### src/rtl/fifo_wr_traffic_gen_if.sv
// fifo_wr_traffic_gen_if: handshake and status bundle between the write-side
// traffic generator and its consumer (FIFO write port plus control).
//   start   run request, one cycle, honoured only while idle
//   mode    0 = linear pattern, 1 = LFSR pattern; captured with start
//   full    FIFO full flag, write domain
//   wr      FIFO write enable
//   datain  FIFO write data, WIDTH bits
//   busy    run in progress
//   done    one-cycle completion pulse
//   sent    words accepted in the current or last run, CW bits
// master: the generator. slave: the side that supplies start/mode/full.
interface fifo_wr_traffic_gen_if #(
   parameter int unsigned WIDTH = 36,
   parameter int unsigned CW    = 11
);
   logic             start;
   logic             mode;
   logic             full;
   logic             wr;
   logic [WIDTH-1:0] datain;
   logic             busy;
   logic             done;
   logic [CW-1:0]    sent;

   modport master (
      input  start, mode, full,
      output wr, datain, busy, done, sent
   );

   modport slave (
      output start, mode, full,
      input  wr, datain, busy, done, sent
   );
endinterface

### src/rtl/fifo_wr_traffic_gen.sv
// fifo_wr_traffic_gen: write-domain traffic source for the async FIFO wrapper.
// A start pulse in idle launches a run of COUNT words, linear (1, 2, 3, ...) or
// drawn from a 32-bit Galois LFSR, honouring full back-pressure.
// Ports:
//   wrclk  write-domain clock
//   reset  synchronous, active-high
//   bus    fifo_wr_traffic_gen_if.master (start/mode/full in;
//          wr/datain/busy/done/sent out)
// Optional feature: define FIFO_WR_GEN_THROTTLE_EN to gate wr with a 16-bit
// Fibonacci LFSR, inserting roughly 25% idle cycles without changing data.
module fifo_wr_traffic_gen #(
   parameter int unsigned WIDTH     = 36,
   parameter int unsigned COUNT     = 1024,
   parameter logic [31:0] LFSR_SEED = 32'hACE1_2024,
   parameter int unsigned CW        = $clog2(COUNT + 1)
) (
   input logic                   wrclk,
   input logic                   reset,
   fifo_wr_traffic_gen_if.master bus
);

   // An all-zero Galois LFSR would lock up, so a zero seed becomes 1.
   localparam logic [31:0] SeedEff  = (LFSR_SEED == 32'h0) ? 32'h1 : LFSR_SEED;
   localparam logic [31:0] TapMask  = 32'h8020_0003;
   localparam logic [CW-1:0] CountC = CW'(COUNT);
   localparam logic [CW-1:0] LastC  = CW'(COUNT - 1);

   typedef enum logic [1:0] {StIdle, StRun, StDone} state_e;

   state_e           state_q;
   logic             busy_q;
   logic             done_q;
   logic             mode_q;
   logic [CW-1:0]    sent_q;
   logic [WIDTH-1:0] data_q;
   logic [31:0]      lfsr_q;
   logic [31:0]      lfsr_nxt;
   logic             gate;
   logic             wr;

   function automatic logic [WIDTH-1:0] rep_word(input logic [31:0] l);
      logic [63:0] r;
      r = {l, l};
      return r[WIDTH-1:0];
   endfunction

   // Right-shifting Galois step.
   always_comb begin
      lfsr_nxt = {1'b0, lfsr_q[31:1]};
      if (lfsr_q[0]) begin
         lfsr_nxt = lfsr_nxt ^ TapMask;
      end
   end

`ifdef FIFO_WR_GEN_THROTTLE_EN
   logic [15:0] thr_q;

   always_ff @(posedge wrclk) begin
      if (reset) begin
         thr_q <= 16'hBEEF;
      end else if (state_q == StRun) begin
         thr_q <= {thr_q[14:0], thr_q[15] ^ thr_q[13] ^ thr_q[12] ^ thr_q[10]};
      end
   end

   assign gate = (thr_q[1:0] != 2'b00);
`else
   assign gate = 1'b1;
`endif

   // Combinational so that full rising blocks the write in the same cycle.
   assign wr = (state_q == StRun) & ~bus.full & (sent_q < CountC) & gate;

   always_ff @(posedge wrclk) begin
      if (reset) begin
         state_q <= StIdle;
         busy_q  <= 1'b0;
         done_q  <= 1'b0;
         mode_q  <= 1'b0;
         sent_q  <= '0;
         data_q  <= '0;
         lfsr_q  <= SeedEff;
      end else begin
         unique case (state_q)
            StIdle: begin
               if (bus.start) begin
                  state_q <= StRun;
                  busy_q  <= 1'b1;
                  mode_q  <= bus.mode;
                  sent_q  <= '0;
                  data_q  <= bus.mode ? rep_word(lfsr_q) : WIDTH'(1);
               end
            end
            StRun: begin
               if (wr) begin
                  sent_q <= sent_q + CW'(1);
                  // Advance to the next word on the edge that accepts this one.
                  if (mode_q) begin
                     lfsr_q <= lfsr_nxt;
                     data_q <= rep_word(lfsr_nxt);
                  end else begin
                     data_q <= data_q + WIDTH'(1);
                  end
                  if (sent_q == LastC) begin
                     state_q <= StDone;
                     busy_q  <= 1'b0;
                     done_q  <= 1'b1;
                  end
               end
            end
            StDone: begin
               state_q <= StIdle;
               done_q  <= 1'b0;
            end
            default: begin
               state_q <= StIdle;
               busy_q  <= 1'b0;
               done_q  <= 1'b0;
            end
         endcase
      end
   end

   assign bus.wr     = wr;
   assign bus.datain = data_q;
   assign bus.busy   = busy_q;
   assign bus.done   = done_q;
   assign bus.sent   = sent_q;

endmodule

### src/flat_wrapper.sv
// flat-port wrapper written by rule: the top's interface ports become plain ports
module fifo_wr_traffic_gen_flat 
#(
   parameter int unsigned WIDTH     = 36,
   parameter int unsigned COUNT     = 1024,
   parameter logic [31:0] LFSR_SEED = 32'hACE1_2024,
   parameter int unsigned CW        = $clog2(COUNT + 1)
)
  (wrclk, reset, bus_start, bus_mode, bus_full, bus_wr, bus_datain, bus_busy, bus_done, bus_sent);
  fifo_wr_traffic_gen_if #(.WIDTH(WIDTH), .CW(CW)) bus_i ();
  input logic wrclk;
  input logic reset;
  input wire logic [$bits(bus_i.start)-1:0] bus_start;
  input wire logic [$bits(bus_i.mode)-1:0] bus_mode;
  input wire logic [$bits(bus_i.full)-1:0] bus_full;
  output wire logic [$bits(bus_i.wr)-1:0] bus_wr;
  output wire logic [$bits(bus_i.datain)-1:0] bus_datain;
  output wire logic [$bits(bus_i.busy)-1:0] bus_busy;
  output wire logic [$bits(bus_i.done)-1:0] bus_done;
  output wire logic [$bits(bus_i.sent)-1:0] bus_sent;
  assign bus_i.start = bus_start;
  assign bus_i.mode = bus_mode;
  assign bus_i.full = bus_full;
  assign bus_wr = bus_i.wr;
  assign bus_datain = bus_i.datain;
  assign bus_busy = bus_i.busy;
  assign bus_done = bus_i.done;
  assign bus_sent = bus_i.sent;
  fifo_wr_traffic_gen #(.WIDTH(WIDTH), .COUNT(COUNT), .LFSR_SEED(LFSR_SEED), .CW(CW)) u_core (.wrclk(wrclk), .reset(reset), .bus(bus_i));
endmodule
### config.mk
export PLATFORM = sky130hd
export DESIGN_NAME = fifo_wr_traffic_gen_flat
export DESIGN_NICKNAME = d
export VERILOG_FILES = /design/src/rtl/fifo_wr_traffic_gen_if.sv /design/src/rtl/fifo_wr_traffic_gen.sv /design/src/flat_wrapper.sv
export SDC_FILE = /design/constraint.sdc
export NUM_CORES = 1
export LEC_CHECK = 0
export ABC_AREA = 1
export ABC_CLOCK_PERIOD_IN_PS = 2000
export CORE_AREA = 3 3 108 110
export CTS_BUF_LIST = sky130_fd_sc_hd__clkbuf_8
export CTS_CLUSTER_SIZE = 14
export DETAILED_ROUTE_END_ITERATION = 10
export DIE_AREA = 0 0 111 113
export GPL_TIMING_DRIVEN = 0
export PLACE_DENSITY = 0.62
export SKIP_LAST_GASP = 1
export SLEW_MARGIN = 25
export SYNTH_ARGS = -nofsm -noshare
export SYNTH_HDL_FRONTEND = slang
export SYNTH_SLANG_ARGS = --single-unit
### constraint.sdc
create_clock -name wrclk -period 2 [get_ports wrclk]
set_input_delay 0.5 -clock wrclk [delete_from_list [all_inputs] [get_ports wrclk]]
set_output_delay 0.5 -clock wrclk [all_outputs]
set_load 0.02 [all_outputs]
==> results.yml, run 1 <==
route:
  num_vias: 5008
  wl_per_cell_um: 17.3
  ant_nets: 0
  drt-total-wl_um: 15800
  drt-pass1-iter-count: 5
  drc: 0
  first_iter_violations: 486
  avgViaCountPerCell: 5.50
synthesis:
  ys_seq_area_share_pct: 36.6
  synthCells: 696
  synth_ff_type: "dfxtp_1"
  yosysTopAreaCellShare_pct: 36.6
  syn-cell-area_mm2: 0.00459
  syn-num-nets: 703
  synth_enable_flop_cells: 0
  yosys_warnings: 0
  ys_async_sr_fraction_pct: 0
  ys_seq_elements: 84
  synth.avg_cell_area_um2: 6.60
  synth.distinct_cells: 37
  yosysTopAreaCell: "dfxtp_1"
  synthTopCellsByArea: "dfxtp_1, a21oi_1, nand2_1"
placed_design:
  hpwl_um: 11600
  place_area_mm2: 0.00531
  place_congestion: 0.898
  portBuffers: 54
critical_path:
  max_stage_delay_ns: 0.65
  crit_family: "buffers and inverters"
  cp_slowest_cell: "clkdlybuf4s50_1"
  cp-start-kind: "flip-flop"
  worstPathArrival_ns: 1.47
  path_buf_inv: 1
  cp-end-kind: "output pin"
  crit_required_ns: 1.50
  crit_chain: "clkdlybuf4s50_1"
  worstPathMaxFanout: 5
  path_class: "reg2out"
timing:
  fin_worst_skew_ns: 0.0168
  setup-violations-final: 0
  fin_crit_sh_pct: 98.5
  worst_pin_slew_ns: 0.768
  setup_tns_ns: 0
  rsz0062_at_grt: "true"
  fmax_mhz: 508
  finalHoldViolCount: 0
  slew_viol_final: 0
  whs_ns: 0.467
  period_minus_slack_ns: 1.97
  slew_headroom_pct: 48.8
final_layout:
  layout-drive-gt1-share_pct: 9.21
  regArea_mm2: 0.00168
  area_growth_pct: 22.3
  nets: 773
  final_cell_mix: "nand2_1, a21oi_1, dfxtp_1, inv_1, nor2_1"
  post-route-cell-area_mm2: 0.00562
  antenna_cells: 0
  multi_input_area_mm2: 0.00249
  final_common_cell: "nand2_1"
  final.fill_count: 1120
pwr:
  irDropWorstVdd_mv: 0.408
  p_int_mw: 2.81
  power_mw: 4.19
  powerDensity_mw_per_mm2: 745
  clock_power_share_pct: 32.6
  p_sw_mw: 1.38
  share_comb_of_total_power_pct: 21.8
  pwr-share-seq_pct: 45.6
  p_leak_nw: 2.45
  switching_share_pct: 32.9
clock_tree:
  tritoncts: "done"
  hold_buffers: 0
  clkLatencyLatePin_ns: 0.37
  clock_path_buffers: 2
  numCtsBuffers: 9
  root_buffer: "clkbuf_8"
  cts_sinks: 84
  clk_pin_slew_worst_paths_ns: 0.08
  htreeDepth: 3
global_routing:
  grt_max_degree: 15
  grt_pass1_vias: 4584
  grt_overflow_total: 0
  antenna_found_initial: 0
  grt_pass1_wl_um: 25100
  gr-usage-all-layers_pct: 25.3
status:
  status: "finished, final reports clean"
floorplanning:
  std_cell_rows: 38
  io_pins: 55
  die_h_um: 113
  die_width_um: 111
  initial_utilization_pct: 42.6
  core_region_area_mm2: 0.0108
  dieArea_mm2: 0.0125
worst_hold_path:
  hold_path.class: "reg2reg"
run:
  maxCapViolations: 0
[metrics by stage]
| stage | worst slack, ns | utilization [%] | instances |
|---|---|---|---|
| after CTS | -0.00939 | 51.2 | 906 |
| after detailed placement | -0.615 | 49.2 | 890 |
| after floorplan | 0.320 | - | 696 |
| final | 0.0304 | 52.1 | 911 |
| after global routing | -0.0367 | 52.1 | 911 |
| after global placement | -0.600 | 49.2 | 890 |
[sequential cells by signal, summed over array words and instances (netlist names)]
register	cells
u_core.state_q	2
u_core.mode_q	1
u_core.bus.done	1
u_core.bus.datain	36
u_core.lfsr_q	32
u_core.bus.sent	11
u_core.bus.busy	1
[Yosys cell counts, types with 5 or more instances]
master,instances
a21oi_1,103
nand4_1,6
clkbuf_1,16
o211ai_1,6
o21ai_1,9
buf_2,10
nand2_2,6
inv_1,71
o21ai_0,61
xor2_1,13
nor2_4,5
nor2_2,8
nand3_1,38
nand2_1,137
nor2_1,67
inv_2,7
dfxtp_1,84
nor3_1,16
[worst min-delay path: stages (launching register included)]
cell	delay, ns
dfxtp_1	0.31
nand2_1	0.06
a21oi_1	0.05
[kinds of logic after synthesis]
logic type,Yosys count,synth area share [%]
simple gates,293,28.5
compound gates,192,22.1
fa+ha+maj,2,0.545
xor+xnor,16,3.05
buf+inv,109,9.26
flops,84,36.6
[routing by layer]
metal | vias up | part of all wire (%) | track usage (%)
met2 | 206 | 46 | 40.8
li1 | 2438 | - | -
met4 | 0 | 1.9 | 8.05
met5 | - | 0 | 0
met1 | 2341 | 44 | 34.4
met3 | 23 | 7.7 | 4.97
[path summary, 6_finish.rpt]
| path | start | slack, ns | depth (start not counted) | endpoint |
|---|---|---|---|---|
| max | u_core.bus.datain[23] | 0.03 | 1 | bus_datain[23] |
| min | u_core.bus.busy | 0.47 | 2 | u_core.bus.busy |
| max reg2reg | u_core.bus.datain[0] | 0.07 | 11 | u_core.bus.datain[34] |
| min reg2reg | u_core.bus.busy | 0.47 | 2 | u_core.bus.busy |
[power groups by stage]
stage | registers [mW] | logic [mW] | clock network (mW)
final | 1.91 | 0.914 | 1.36
after global routing | 1.93 | 0.995 | 1.45
after CTS | 1.90 | 0.888 | 1.37
after detailed placement | 1.94 | 0.888 | 0
after global placement | 1.94 | 0.884 | 0
after floorplan | 2.00 | 0.444 | 0
[layout make-up]
class,count,area share (%)
Clock inverter,7,1.65
Clock buffer,9,2.20
Sequential cell,84,30.0
Buffer,30,2.45
Timing Repair Buffer,59,10.8
Tap cell,140,3.12
Inverter,79,5.41
Multi-Input combinational cell,503,44.4
[timing repair]
| action | CTS | global route |
|---|---|---|
| setup endpoints to repair | 6 | 40 |
| gates resized for setup | 10 | 27 |
| buffers inserted | 0 | 5 |
| pin swaps | 0 | 3 |
(Power assumes the default switching activity.)
==> run 2: changes to the inputs <==
- CORE_AREA: 3 3 108 110 -> 3 3 95 97
- CTS_BUF_LIST: sky130_fd_sc_hd__clkbuf_8 -> default
- DIE_AREA: 0 0 111 113 -> 0 0 98 100
- PLACE_DENSITY: 0.62 -> 0.78
==> run 2 against run 1 <==
  * First-iteration DRC count rose by 6.2%
  * Clock power grew 10%
  * Clock skew fell by 0.0032 ns
  * Critical path depth unchanged
  * Highest routed layer is now met5
  * Via count increased by 1.4%
==> results.yml, run 2 (synthesis gave the netlist of run 1 again) <==
placed_design:
  hpwl_um: 10900
  portBuffers: 54
  dp_cells: 855
  place_congestion: 0.976
pwr:
  share_comb_of_total_power_pct: 21.1
  irDropWorstVdd_mv: 0.388
  switching_share_pct: 31.4
  powerDensity_mw_per_mm2: 773
  p_leak_nw: 2.38
  clock_power_share_pct: 34.8
  p_int_mw: 2.96
  pwr-share-seq_pct: 44.1
  p_sw_mw: 1.36
clock_tree:
  clk_pin_slew_worst_paths_ns: 0.09
  cts_sinks: 84
  htreeDepth: 3
  numCtsBuffers: 9
  clock_path_buffers: 2
  clkLatencyLatePin_ns: 0.37
  root_buffer: "clkbuf_8"
  hold_buffers: 0
  tritoncts: "done"
global_routing:
  gr-usage-all-layers_pct: 31.1
  grt_pass1_wl_um: 24000
  antenna_found_initial: 0
  grt_max_degree: 14
  grt_overflow_total: 0
  grt_pass1_vias: 4648
floorplanning:
  dieArea_mm2: 0.00980
  io_pins: 55
  std_cell_rows: 33
  die_width_um: 98
  initial_utilization_pct: 55.9
  core_region_area_mm2: 0.00822
  die_h_um: 100
run:
  maxCapViolations: 0
timing:
  rsz0062_at_grt: "true"
  fin_worst_skew_ns: 0.0136
  slew_viol_final: 0
  period_minus_slack_ns: 1.97
  finalHoldViolCount: 0
  slew_headroom_pct: 55.1
  fin_crit_sh_pct: 98.5
  setup-violations-final: 0
  fmax_mhz: 507
  worst_pin_slew_ns: 0.673
  setup_tns_ns: 0
critical_path:
  cp.depth: 1
  path_buf_inv: 1
  worstPathMaxFanout: 6
  worstPathArrival_ns: 1.47
  r2r_cells: 8
  cp-end-kind: "output pin"
  cp_slowest_cell: "clkdlybuf4s50_1"
  crit_required_ns: 1.50
  crit_family: "buffers and inverters"
  crit_chain: "clkdlybuf4s50_1"
  path_class: "reg2out"
  cp-start-kind: "flip-flop"
  max_stage_delay_ns: 0.65
final_layout:
  final_cells: 872
  multi_input_area_mm2: 0.00250
  area_growth_pct: 21.4
  antenna_cells: 0
  layout-drive-gt1-share_pct: 8.60
  regArea_mm2: 0.00168
  final_common_cell: "nand2_1"
  nets: 770
  final.fill_count: 738
  largest_reg_flops: 36
  final_cell_mix: "nand2_1, a21oi_1, dfxtp_1, inv_1, nor2_1"
route:
  num_vias: 5080
  first_iter_violations: 516
  drt-pass1-iter-count: 7
  avgViaCountPerCell: 5.83
  wl_per_cell_um: 17.4
  ant_nets: 0
  route.met2.wl_um: 6860
  dr_wl_met3_um: 1580
  drt-total-wl_um: 15200
  drc: 0
  route.top_layer_used: "met5"
  wl_met1_um: 6300
worst_hold_path:
  hold_path_depth: 2
  hold_path.class: "reg2reg"
status:
  status: "finished, final reports clean"
run 2: worst paths after layout:
kind	slack, ns	from	end
worst max-delay path	0.03	u_core.bus.datain[21]	bus_datain[21]
worst min-delay path	0.47	u_core.bus.done	u_core.bus.done
worst max register to register	0.09	u_core.state_q[1]	u_core.bus.datain[28]
worst min register to register	0.47	u_core.bus.done	u_core.bus.done
run 2: timing repair:
action | 4_1_cts | 5_1_grt
endpoints found under the setup margin | 1 | 48
gates resized for setup | 8 | 21
setup buffers | 0 | 2
cloned | 0 | 0
pin swaps | 2 | 1
run 2: tightest hold or removal path, cell delays in order, from the launching register on:
cell and delay, ns:
dfxtp_1 0.32, nand2_1 0.06, a21oi_1 0.05
run 2: power groups by stage:
stage                     Combinational (mW)  Clock [mW]  Sequential (mW)
final                                  0.911        1.50             1.90
after global routing                   0.984        1.57             1.92
after CTS                              0.885        1.50             1.90
after detailed placement               0.875           0             1.94
after global placement                 0.866           0             1.93
after floorplan                        0.444           0             2.00
run 2: area by class of cell:
type,instances,share of cell area [%]
sequential,84,30.1
timing repair buffer,56,10.4
multi-input combinational,503,44.8
inverter,79,5.54
buffer,30,2.47
tap,105,2.36
clock buffer,10,2.47
clock inverter,5,1.79
run 2: routing by layer:
metal | GRT usage [%] | vias to the layer above
met2 | 48.7 | 275
met1 | 41.5 | 2337
li1 | - | 2428
met5 | 0 | -
met4 | 11.8 | 2
met3 | 7.85 | 38
run 2: metrics by stage:
stage	instance area (um^2)	util, %	hold slack [ns]	total power, mW	worst slack (ns)
floorplan	4590	-	0.445	2.45	0.320
global placement	5270	64.1	0.454	2.80	-0.594
detailed placement	5270	64.1	0.461	2.81	-0.627
CTS	5510	67.1	0.476	4.28	0.0101
global route	5580	67.9	0.505	4.47	-0.0550
finish	5580	67.9	0.474	4.31	0.0294
==> run 3: changes to the inputs <==
- GPL_TIMING_DRIVEN: 0 -> 1
==> run 3 against run 2 <==
  * Die area is the same
  * Highest routed layer is now met4
  * Final area rose by 2.6%
  * First-iteration DRC count decreased by 28%
  * Worst hold slack got worse by 0.00057 ns
  * Fmax rose by 0.18%
  * Critical path type unchanged
==> results.yml, run 3 (synthesis gave the netlist of run 1 again) <==
floorplanning:
  die_width_um: 98
  die_h_um: 100
  io_pins: 55
  std_cell_rows: 33
  core_region_area_mm2: 0.00822
  initial_utilization_pct: 55.9
  dieArea_mm2: 0.00980
critical_path:
  crit_chain: "clkdlybuf4s50_1"
  path_class: "reg2out"
  cp-end-kind: "output pin"
  cp-start-kind: "flip-flop"
  startpoint: "u_core.bus.datain[6]"
  worstPathMaxFanout: 6
  crit_required_ns: 1.50
  max_stage_delay_ns: 0.66
  cp_slowest_cell: "clkdlybuf4s50_1"
  r2r-start: "u_core.bus.datain[1]"
  crit_family: "buffers and inverters"
  worstPathArrival_ns: 1.47
  path_buf_inv: 1
global_routing:
  antenna_found_initial: 0
  grt_pass1_vias: 4712
  grt_max_degree: 41
  grt_pass1_wl_um: 22300
  gr-usage-all-layers_pct: 27.8
  grt_overflow_total: 0
route:
  num_vias: 5002
  wl_per_cell_um: 15.6
  drt-pass1-iter-count: 5
  drt-total-wl_um: 13700
  avgViaCountPerCell: 5.70
  first_iter_violations: 374
  drc: 0
  ant_nets: 0
timing:
  fmax_mhz: 508
  fin_worst_skew_ns: 0.00951
  worst_pin_slew_ns: 0.370
  finalHoldViolCount: 0
  fin_crit_sh_pct: 98.4
  slew_headroom_pct: 75.3
  period_minus_slack_ns: 1.97
  slew_viol_final: 0
  rsz0062_at_grt: "true"
  setup-violations-final: 0
clock_tree:
  htreeDepth: 3
  tritoncts: "done"
  post_cts_buffers: 0
  numCtsBuffers: 9
  cts_sinks: 84
  clk_pin_slew_worst_paths_ns: 0.08
  clkLatencyLatePin_ns: 0.36
  root_buffer: "clkbuf_8"
  clock_path_buffers: 2
final_layout:
  final_cell_mix: "nand2_1, a21oi_1, dfxtp_1, inv_1, nor2_1"
  nets: 777
  largest_reg_flops: 36
  post-route-cell-area_mm2: 0.00572
  area_growth_pct: 24.6
  antenna_cells: 0
  layout-drive-gt1-share_pct: 11.1
  final_common_cell: "nand2_1"
worst_hold_path:
  hold_start: "u_core.bus.done"
  hold_path.class: "reg2reg"
placed_design:
  place_congestion: 0.977
  place_area_mm2: 0.00552
  hpwl_um: 9970
  portBuffers: 54
pwr:
  powerDensity_mw_per_mm2: 717
  power_mw: 4.10
  irDropWorstVdd_mv: 0.477
  p_leak_nw: 2.40
status:
  status: "finished, final reports clean"
run:
  maxCapViolations: 0
-- run 3: changes by cell type in the layout (fill, tap and decap cells not counted), moves of 3 or more --
| cell | delta |
|---|---|
| buf_12 | +7 |
| buf_2 | -7 |
| buf_4 | +28 |
| clkbuf_1 | -13 |
| clkbuf_2 | -3 |
| clkdlybuf4s50_1 | +6 |
| dlymetal6s2s_1 | -6 |
-- run 3: layout make-up --
type	count	area [um^2]
clock buffers	12	155
clock inverters	2	35.0
fillers	705	2490
inverters	79	297
multi-input cells	503	2490
flip-flops and latches	84	1680
well taps	105	131
repair buffers	93	928
-- run 3: path summary, 6_finish.rpt --
check | slack (ns) | end | depth (start not counted)
setup / recovery | 0.03 | bus_datain[6] | 1
hold / removal | 0.47 | u_core.bus.done | 2
setup reg to reg | 0.20 | u_core.bus.datain[32] | 11
hold reg to reg | 0.47 | u_core.bus.done | 2
-- run 3: report_power, final --
| part | total, mW | switching [mW] | leakage, nW | internal [mW] |
|---|---|---|---|---|
| sequential | 1.90 | 0.127 | 0.684 | 1.77 |
| clock | 1.24 | 0.613 | 0.0983 | 0.632 |
| combinational | 0.959 | 0.552 | 1.62 | 0.407 |
| total | 4.10 | 1.29 | 2.40 | 2.81 |
-- run 3: worst register-to-register path: stages (launching register included) --
cell and delay [ns]:
dfxtp_1 0.39, ha_1 0.21, nand2_1 0.11, nor2_4 0.18
nand2_2 0.15, nor2_8 0.22, nand3_1 0.10, nand2_1 0.07
nand2_1 0.06, nand2_1 0.07, nand2_1 0.05, a21oi_1 0.12
-- run 3: metrics by stage --
step	cells	setup TNS (ns)	utilization [%]	setup slack [ns]	hold WS (ns)
floorplan	696	0	-	0.320	0.445
global placement	864	-5.91	67.2	-0.357	0.448
detailed placement	864	-8.14	67.2	-0.348	0.462
CTS	878	0	69.5	0.0141	0.473
global route	878	-0.0247	69.7	-0.0161	0.493
finish	878	0	69.7	0.0329	0.473
-- run 3: repair_timing --
item                       in CTS  in global routing
resized for setup               3                  8
hold buffers                    0                  0
setup endpoints to repair       1                  7
pin swaps                       1                  1
-- run 3: layer usage --
layer	global-route usage, %	up-vias	wire, um
met5	0	-	0
met4	10.9	0	395
met3	4.79	40	1090
met2	46.2	263	6380
met1	36.1	2259	5870
li1	-	2440	-
